`src/rtl/analog_probe_sequencer.sv`:
```
// analog_probe_sequencer
//   Controller for an analog probe. Each measurement issues 2**AVG_LOG2 sample
//   requests by inverting probe_toggle. After each request it waits SETTLE_CYCLES
//   cycles and then accumulates the signed reading on sample_in. At the end it
//   presents the floored average and the lo/hi window flags on a valid/ready
//   handshake.
//
//   state     | meaning
//   ----------+-----------------------------------------------------------
//   S_IDLE    | waiting for start; limits latched and accumulator cleared on start
//   S_REQUEST | invert probe_toggle, load settle counter
//   S_SETTLE  | count down SETTLE_CYCLES while the analog side settles
//   S_ACCUM   | add sample_in to accumulator, bump sample_idx
//   S_OUTPUT  | hold avg_data/flags/avg_valid until avg_ready
//
// Ports
//   clk, reset_n          clock, asynchronous active-low reset
//   start, continuous     begin a measurement / re-arm after each accepted result
//   lo_limit, hi_limit    signed window bounds, latched when a measurement begins
//   probe_toggle          sample request, one inversion per sample
//   sample_in             signed probe reading in mV
//   busy, sample_idx      status: not idle / samples accumulated so far
//   avg_data, under_limit, over_limit, avg_valid, avg_ready   result handshake
module analog_probe_sequencer #(
    parameter int WIDTH         = 16,
    parameter int AVG_LOG2      = 2,
    parameter int SETTLE_CYCLES = 3
) (
    input  logic                    clk,
    input  logic                    reset_n,
    input  logic                    start,
    input  logic                    continuous,
    input  logic signed [WIDTH-1:0] lo_limit,
    input  logic signed [WIDTH-1:0] hi_limit,
    output logic                    probe_toggle,
    input  logic signed [WIDTH-1:0] sample_in,
    output logic                    busy,
    output logic [AVG_LOG2:0]       sample_idx,
    output logic signed [WIDTH-1:0] avg_data,
    output logic                    under_limit,
    output logic                    over_limit,
    output logic                    avg_valid,
    input  logic                    avg_ready
);

    localparam int ACC_W = WIDTH + AVG_LOG2;
    localparam int CNT_W = $clog2(SETTLE_CYCLES + 1);
    localparam logic [CNT_W-1:0]  SETTLE_LOAD = CNT_W'(SETTLE_CYCLES);
    localparam logic [AVG_LOG2:0] N_SAMPLES   = (AVG_LOG2 + 1)'(1 << AVG_LOG2);

    typedef enum logic [2:0] {
        S_IDLE,
        S_REQUEST,
        S_SETTLE,
        S_ACCUM,
        S_OUTPUT
    } state_t;

    state_t                  state;
    logic [CNT_W-1:0]        settle_cnt;
    logic signed [ACC_W-1:0] acc;
    logic signed [WIDTH-1:0] lo_q;
    logic signed [WIDTH-1:0] hi_q;

    logic signed [ACC_W-1:0] sample_ext;
    logic signed [ACC_W-1:0] acc_sum;
    logic signed [ACC_W-1:0] acc_shift;
    logic signed [WIDTH-1:0] avg_next;
    logic [AVG_LOG2:0]       idx_next;

    // The accumulator has AVG_LOG2 guard bits, so the sum of N full-scale readings
    // always fits. The shifted sum therefore always fits back into WIDTH bits.
    assign sample_ext = ACC_W'(sample_in);
    assign acc_sum    = acc + sample_ext;
    assign acc_shift  = acc_sum >>> AVG_LOG2;
    assign avg_next   = acc_shift[WIDTH-1:0];
    assign idx_next   = sample_idx + (AVG_LOG2 + 1)'(1);

    always_ff @(posedge clk or negedge reset_n) begin
        if (!reset_n) begin
            state        <= S_IDLE;
            settle_cnt   <= '0;
            acc          <= '0;
            lo_q         <= '0;
            hi_q         <= '0;
            probe_toggle <= 1'b0;
            busy         <= 1'b0;
            sample_idx   <= '0;
            avg_data     <= '0;
            under_limit  <= 1'b0;
            over_limit   <= 1'b0;
            avg_valid    <= 1'b0;
        end else begin
            case (state)
                S_IDLE: begin
                    if (start) begin
                        state      <= S_REQUEST;
                        busy       <= 1'b1;
                        acc        <= '0;
                        sample_idx <= '0;
                        lo_q       <= lo_limit;
                        hi_q       <= hi_limit;
                    end
                end
                S_REQUEST: begin
                    probe_toggle <= ~probe_toggle;
                    settle_cnt   <= SETTLE_LOAD;
                    state        <= S_SETTLE;
                end
                S_SETTLE: begin
                    settle_cnt <= settle_cnt - CNT_W'(1);
                    if (settle_cnt == CNT_W'(1)) begin
                        state <= S_ACCUM;
                    end
                end
                S_ACCUM: begin
                    acc        <= acc_sum;
                    sample_idx <= idx_next;
                    if (idx_next == N_SAMPLES) begin
                        // Result is taken from the sum including this sample, so it
                        // is registered on the same edge as entry to S_OUTPUT.
                        state       <= S_OUTPUT;
                        avg_data    <= avg_next;
                        under_limit <= (avg_next < lo_q);
                        over_limit  <= (avg_next > hi_q);
                        avg_valid   <= 1'b1;
                    end else begin
                        state <= S_REQUEST;
                    end
                end
                S_OUTPUT: begin
                    if (avg_ready) begin
                        avg_valid <= 1'b0;
                        if (continuous) begin
                            state      <= S_REQUEST;
                            acc        <= '0;
                            sample_idx <= '0;
                            lo_q       <= lo_limit;
                            hi_q       <= hi_limit;
                        end else begin
                            state <= S_IDLE;
                            busy  <= 1'b0;
                        end
                    end
                end
                default: begin
                    state <= S_IDLE;
                    busy  <= 1'b0;
                end
            endcase
        end
    end

endmodule

```
`config.mk`:
```
export PLATFORM = sky130hd
export DESIGN_NAME = analog_probe_sequencer
export DESIGN_NICKNAME = d
export VERILOG_FILES = /design/src/rtl/analog_probe_sequencer.sv
export SDC_FILE = /design/constraint.sdc
export NUM_CORES = 1
export LEC_CHECK = 0
export BUFFER_PORTS_ARGS = -buffer_cell sky130_fd_sc_hd__buf_2
export CORE_MARGIN = 2
export CORE_UTILIZATION = 57
export DETAILED_ROUTE_END_ITERATION = 8
export HOLD_SLACK_MARGIN = 0.12
export PLACE_DENSITY = 0.88
export SYNTH_ARGS = -nofsm -noshare
export SYNTH_HDL_FRONTEND = slang
export SYNTH_SLANG_ARGS = --single-unit
```
`constraint.sdc`:
```
create_clock -name clk -period 5.5 [get_ports clk]
set_clock_uncertainty 0.2 [all_clocks]
set_input_delay 1.1 -clock clk [delete_from_list [all_inputs] [get_ports clk]]
set_output_delay 1.1 -clock clk [all_outputs]
set_load 0.03 [all_outputs]
```
# Word-level counts from Yosys, hierarchy flattened
# Cells that the tools add are included.
# word_totals
register_bits	79
latchBits	0
ram_bits	0
romBits	0
inputBits	53
out_inout_bits	24
wordCells	73
n_memories	0
# op_classes
addsub	3
n_mul	0
n_div	0
n_lt_le_gt_ge	2
eq_ne	12
n_shift	0
mux	30
n_bitwise	2
reduce_logical	12
# op_table
cell	count
16-bit 2-to-1 mux	6
16-bit one-hot mux with 2 select lines	2
18-bit 2-to-1 mux	3
18-bit one-hot mux with 3 select lines	1
3-bit 2-to-1 mux	7
18-bit by 16-bit adder with 18-bit output	1
16-bit > comparator	1
16-bit < comparator	1
3-bit one-hot mux with 5 select lines	1
2-bit inequality test, second input constant	6
4-bit AND reduction	3
3-bit one-hot mux with 3 select lines	1
3-bit by 2-bit == test with 1-bit output, second input constant	2
3-bit == test, second input constant	2
1-bit 2-to-1 mux	6
3-bit AND reduction	2
2-bit nonzero test	3
2-bit one-hot mux with 2 select lines	1
3-bit by 1-bit adder with 3-bit output, second input constant	1
3-bit by 1-bit == test with 1-bit output, second input constant	1
3-bit zero test	1
1-bit one-hot mux with 3 select lines	1
3-bit nonzero test	1
3-bit OR reduction	1
5 further kinds	6

# Depth between registers and ports, before layout
# logic_depth
depth_word	4
ltp_mapped	15
mapped_depth_nobuf	15

# Worst setup path before layout
# No wires, ideal clock.
# synth_timing
path_kind	in2reg
start	in sample_in[0]
end	reg over_limit
setup_time_ns	0.134
t_arrival_ns	4.282
t_required_ns	5.166
setup_slack_ns	0.884
cell_stages	15
path_buffers	0
path_cell_list	ha_1 fa_1 a21o_1 a21o_1 nand4_1 a211oi_1 or3_1 and2_1 ha_1 nand4_1 or4_1 a21o_1 o211ai_1 mux2i_1 o31ai_2
# synth_via
elab_chain_len	2
# synth_rtl
element	line	source
start: declaration	36	input logic signed [WIDTH-1:0] sample_in,
18-bit by 16-bit adder with 18-bit output	74	assign acc_sum = acc + sample_ext;
net acc_sum[16]	66	logic signed [ACC_W-1:0] acc_sum;
16-bit > comparator	125	over_limit <= (avg_next > hi_q);
end signal: assignment	125	
end: declaration	41	output logic over_limit,
# The timed path passes the listed nets, and every way through them passes these cells.
# A chain may end at the register's enable or synchronous reset.

# Worst setup path after layout
# Same ends and word-level chain as after synthesis.

==> results.json <==
{
  "run_status": "finished clean",
  "startpoint": "sample_in[0]",
  "min_period_ps": 4770,
  "grt_max_degree": 80,
  "end_kind": "flip-flop",
  "htree_levels": 3,
  "io_buffers": 76,
  "cp_slowest_cell": "or4_1",
  "clock-root-buffer": "clkbuf_8",
  "synthTopCellsByArea": "dfrtp_1 41%, ha_1 13%, nand2_1 7.1%",
  "core_um2": 8220,
  "r2r_end": "over_limit$_DFFE_PN0P_",
  "synth_cells": 542,
  "synth_nets": 647,
  "clockBufferDepth": 2,
  "cp_max_fo": 4,
  "die_h_um": 96.0,
  "place_congestion": 0.892,
  "crit_buf_inv": 2,
  "drive_above_1_share_pct": 17.8,
  "holdCritStartpoint": "probe_toggle$_DFFE_PN0P_",
  "r2r_start": "acc[0]$_DFFE_PN0P_",
  "async_flop_share_pct": 100,
  "slew_viol_final": 0,
  "rows": 33,
  "yosys.area_share.simple_pct": 14.6,
  "drtIter0Drc": 182,
  "cp.arrival_ps": 4770,
  "fmax_mhz": 210,
  "tightestPinTransition_ps": 1110,
  "cts_hold_buf": 0,
  "crit_type": "in2reg",
  "min_path_type": "reg2reg",
  "switchingPower_uw": 1780,
  "rsz0062_at_grt": "false",
  "synth_ff_type": "dfrtp_1",
  "fillCellCount": 634,
  "drc": 0,
  "ys_types": 61,
  "p_clk_share_pct": 15.3,
  "yosys.area.top_type": "dfrtp_1",
  "synth_top_area_share_pct": 40.9,
  "cpMostUsedCell": "a21o_1",
  "cts_resized": 0,
  "drt-total-wl_mm": 11.3,
  "vdd_ir_drop_max_v": 0.000441,
  "multi_input_area_um2": 2580,
  "crit_cells": 16,
  "yosys-mux-area-fraction_pct": 1.45,
  "cpPeakStageDelay_ps": 580,
  "internal_power_uw": 2090,
  "grt_usage_pct": 26.3,
  "max_slew_margin_pct": 25.9,
  "post_cts_buffers": 0,
  "ys_warn_count": 0,
  "hold_end": "probe_toggle$_DFFE_PN0P_",
  "min_path_cells": 1,
  "final_cell_count_no_fill": 717,
  "syn_to_final_growth_pct": 15.2,
  "finalCritPeriodShare_pct": 86.7,
  "regArea_um2": 1980,
  "swShare_pct": 46.0,
  "post-place-cells": 701,
  "synth_xor_area_share_pct": 2.85,
  "synth-edff-count": 0,
  "antennaDiodeCount": 0,
  "numCtsBuffers": 9,
  "cp_top_family": "compound AO/OA/AOI/OAI gates",
  "dr.pass1.iters": 4,
  "synth-compound-area-share_pct": 20.8,
  "setup_tns_ps": 0,
  "power_frac_seq_pct": 26.4,
  "ys_seq_area_share_pct": 40.9,
  "synth_top_family_by_area": "compound AO/OA/AOI/OAI gates",
  "cts_num_sinks": 79,
  "insertion_delay_ps": 360,
  "ios": 77,
  "viasPerCell": 5.75,
  "ys_seq_elements": 79,
  "grt_pass1_vias": 4162,
  "chipWidth_um": 96.0,
  "postRouteAntennaNets": 0,
  "setup_violations": 0,
  "grt_pass1_wl_mm": 18.8,
  "clkTransAtPathRegs_ps": 80,
  "worstPathRequired_ps": 5500,
  "cts_tree": "built",
  "startpoint_type": "primary input",
  "initial_core_util_pct": 58.8,
  "cellPowerDensity_nw_per_um2": 695,
  "r2r_cells": 15,
  "overflow": 0,
  "antenna_found_initial": 0,
  "synthesis.area_um2": 4830,
  "syn_area_per_cell_um2": 8.91,
  "finalHoldViolCount": 0,
  "p_leak_uw": 0.00274,
  "num_vias": 4120,
  "dp_hpwl_mm": 8.49,
  "synthAdderAreaFrac_pct": 13.6,
  "nNetsFinal": 712,
  "pwr-share-comb_pct": 58.3,
  "ff2ff_setup_slack_ps": 1180,
  "die-area_um2": 9220,
  "cap_violations": 0,
  "wl_per_cell_um": 15.8,
  "crit_chain": "buf_2 > ha_1 > fa_1 > a21o_1 > a21o_1 > a31oi_1 > o21ai_1 > o211ai_1 > inv_1 > ha_1 > nand4_1 > or4_1 > a21o_1 > o211ai_1 > mux2i_1 > o31ai_2"
}
-- sequential cells by signal, indices dropped and copies added (netlist names) --
signal and count:
acc 18, avg_data 16, hi_q 16, lo_q 16, sample_idx 3, state 3, settle_cnt 2, avg_valid 1
busy 1, over_limit 1, probe_toggle 1, under_limit 1
-- cell type report --
cell class	instances	share of cell area [%]
Tap cell	105	2.36
Clock buffer	11	2.72
Clock inverter	5	2.29
Timing Repair Buffer	79	7.51
Inverter	46	3.10
Sequential cell	79	35.5
Multi-Input combinational cell	392	46.5
-- metal layers --
metal,part of all wire (%),GRT usage [%],wire (um)
met5,0,0,0
met4,1.9,10.1,219
met3,6.0,5.09,675
met2,51,47.4,5780
met1,41,30.6,4650
-- layout by cell type, fill, tap and decap left out, drive strengths merged, types with 2 or more instances in the layout --
cell type,netlist,final
or4,4,4
mux2,5,5
ha,51,51
a211oi,5,5
clkbuf,14,11
buf,11,79
a31oi,4,4
nand3,5,5
and2,4,4
or3,2,2
nand3b,2,2
bufinv,0,4
nor2,26,26
xor2,7,7
dfrtp,79,79
nand4,8,8
o22a,2,2
nand2,91,91
xnor2,6,6
nor3b,2,2
a31o,2,2
nor4,2,2
nor2b,2,2
nor3,5,5
o31ai,2,2
inv,46,46
nand2b,3,3
o22ai,14,14
a21oi,35,35
a21o,14,14
o211ai,4,4
o21ai,65,65
-- through the flow --
| stage | instance area (um2) | hold WS [ps] | setup WS (ps) | utilization [%] | total power, uW |
|---|---|---|---|---|---|
| 6_report | 5560 | 272 | 734 | 67.7 | 3870 |
| 5_1_grt | 5560 | 306 | 471 | 67.7 | 4190 |
| 4_1_cts | 5560 | 273 | 746 | 67.7 | 3860 |
| 3_5_place_dp | 5280 | 256 | 386 | 64.3 | 3240 |
| 3_3_place_gp | 5280 | 251 | 560 | 64.3 | 3130 |
| 2_1_floorplan | 4830 | 270 | 884 | - | 2650 |
-- kinds of logic (layout without fill, tap and decap cells) --
family	after synthesis	in the layout
AND/OR/NAND/NOR	159	159
XOR/XNOR	14	14
adder cells (fa/ha/maj)	52	52
multiplexers	6	6
flip-flops	79	79
buffers and inverters	71	141
AO/OA/AOI/OAI	161	161
-- worst max path at each step --
stage / end / slack, ps
after floorplan: over_limit$_DFFE_PN0P_ / 880
after global placement: over_limit$_DFFE_PN0P_ / 560
after detailed placement: over_limit$_DFFE_PN0P_ / 390
after CTS: over_limit$_DFFE_PN0P_ / 750
after global routing: over_limit$_DFFE_PN0P_ / 470
final: over_limit$_DFFE_PN0P_ / 730
-- power by group through the flow --
stage               clock network, uW  registers [uW]  logic (uW)
global placement                    0            1020        2110
detailed placement                  0            1030        2220
finish                            590            1020        2250
CTS                               597            1020        2250
global route                      620            1050        2530
floorplan                           0            1140        1510
-- synth_stat cells, drive strengths merged, types with 3 or more instances --
| cell | instances |
|---|---|
| nand2 | 91 |
| dfrtp | 79 |
| o21ai | 65 |
| ha | 51 |
| inv | 46 |
| a21oi | 35 |
| nor2 | 26 |
| a21o | 14 |
| clkbuf | 14 |
| o22ai | 14 |
| buf | 11 |
| nand4 | 8 |
| xor2 | 7 |
| xnor2 | 6 |
| a211oi | 5 |
| mux2 | 5 |
| nand3 | 5 |
| nor3 | 5 |
| a31oi | 4 |
| and2 | 4 |
| o211ai | 4 |
| or4 | 4 |
| nand2b | 3 |
-- worst register-to-register path: stages, from the launching register on --
cell and delay [ps]:
dfrtp_1 400, ha_1 230, fa_1 420, a21o_1 190
a21o_1 230, a31oi_1 300, o21ai_1 150, o211ai_1 310
inv_1 120, ha_1 300, nand4_1 120, or4_1 580
a21o_1 180, o211ai_1 100, mux2i_1 260, o31ai_2 80
No activity file was read; power rests on OpenSTA's default activity.
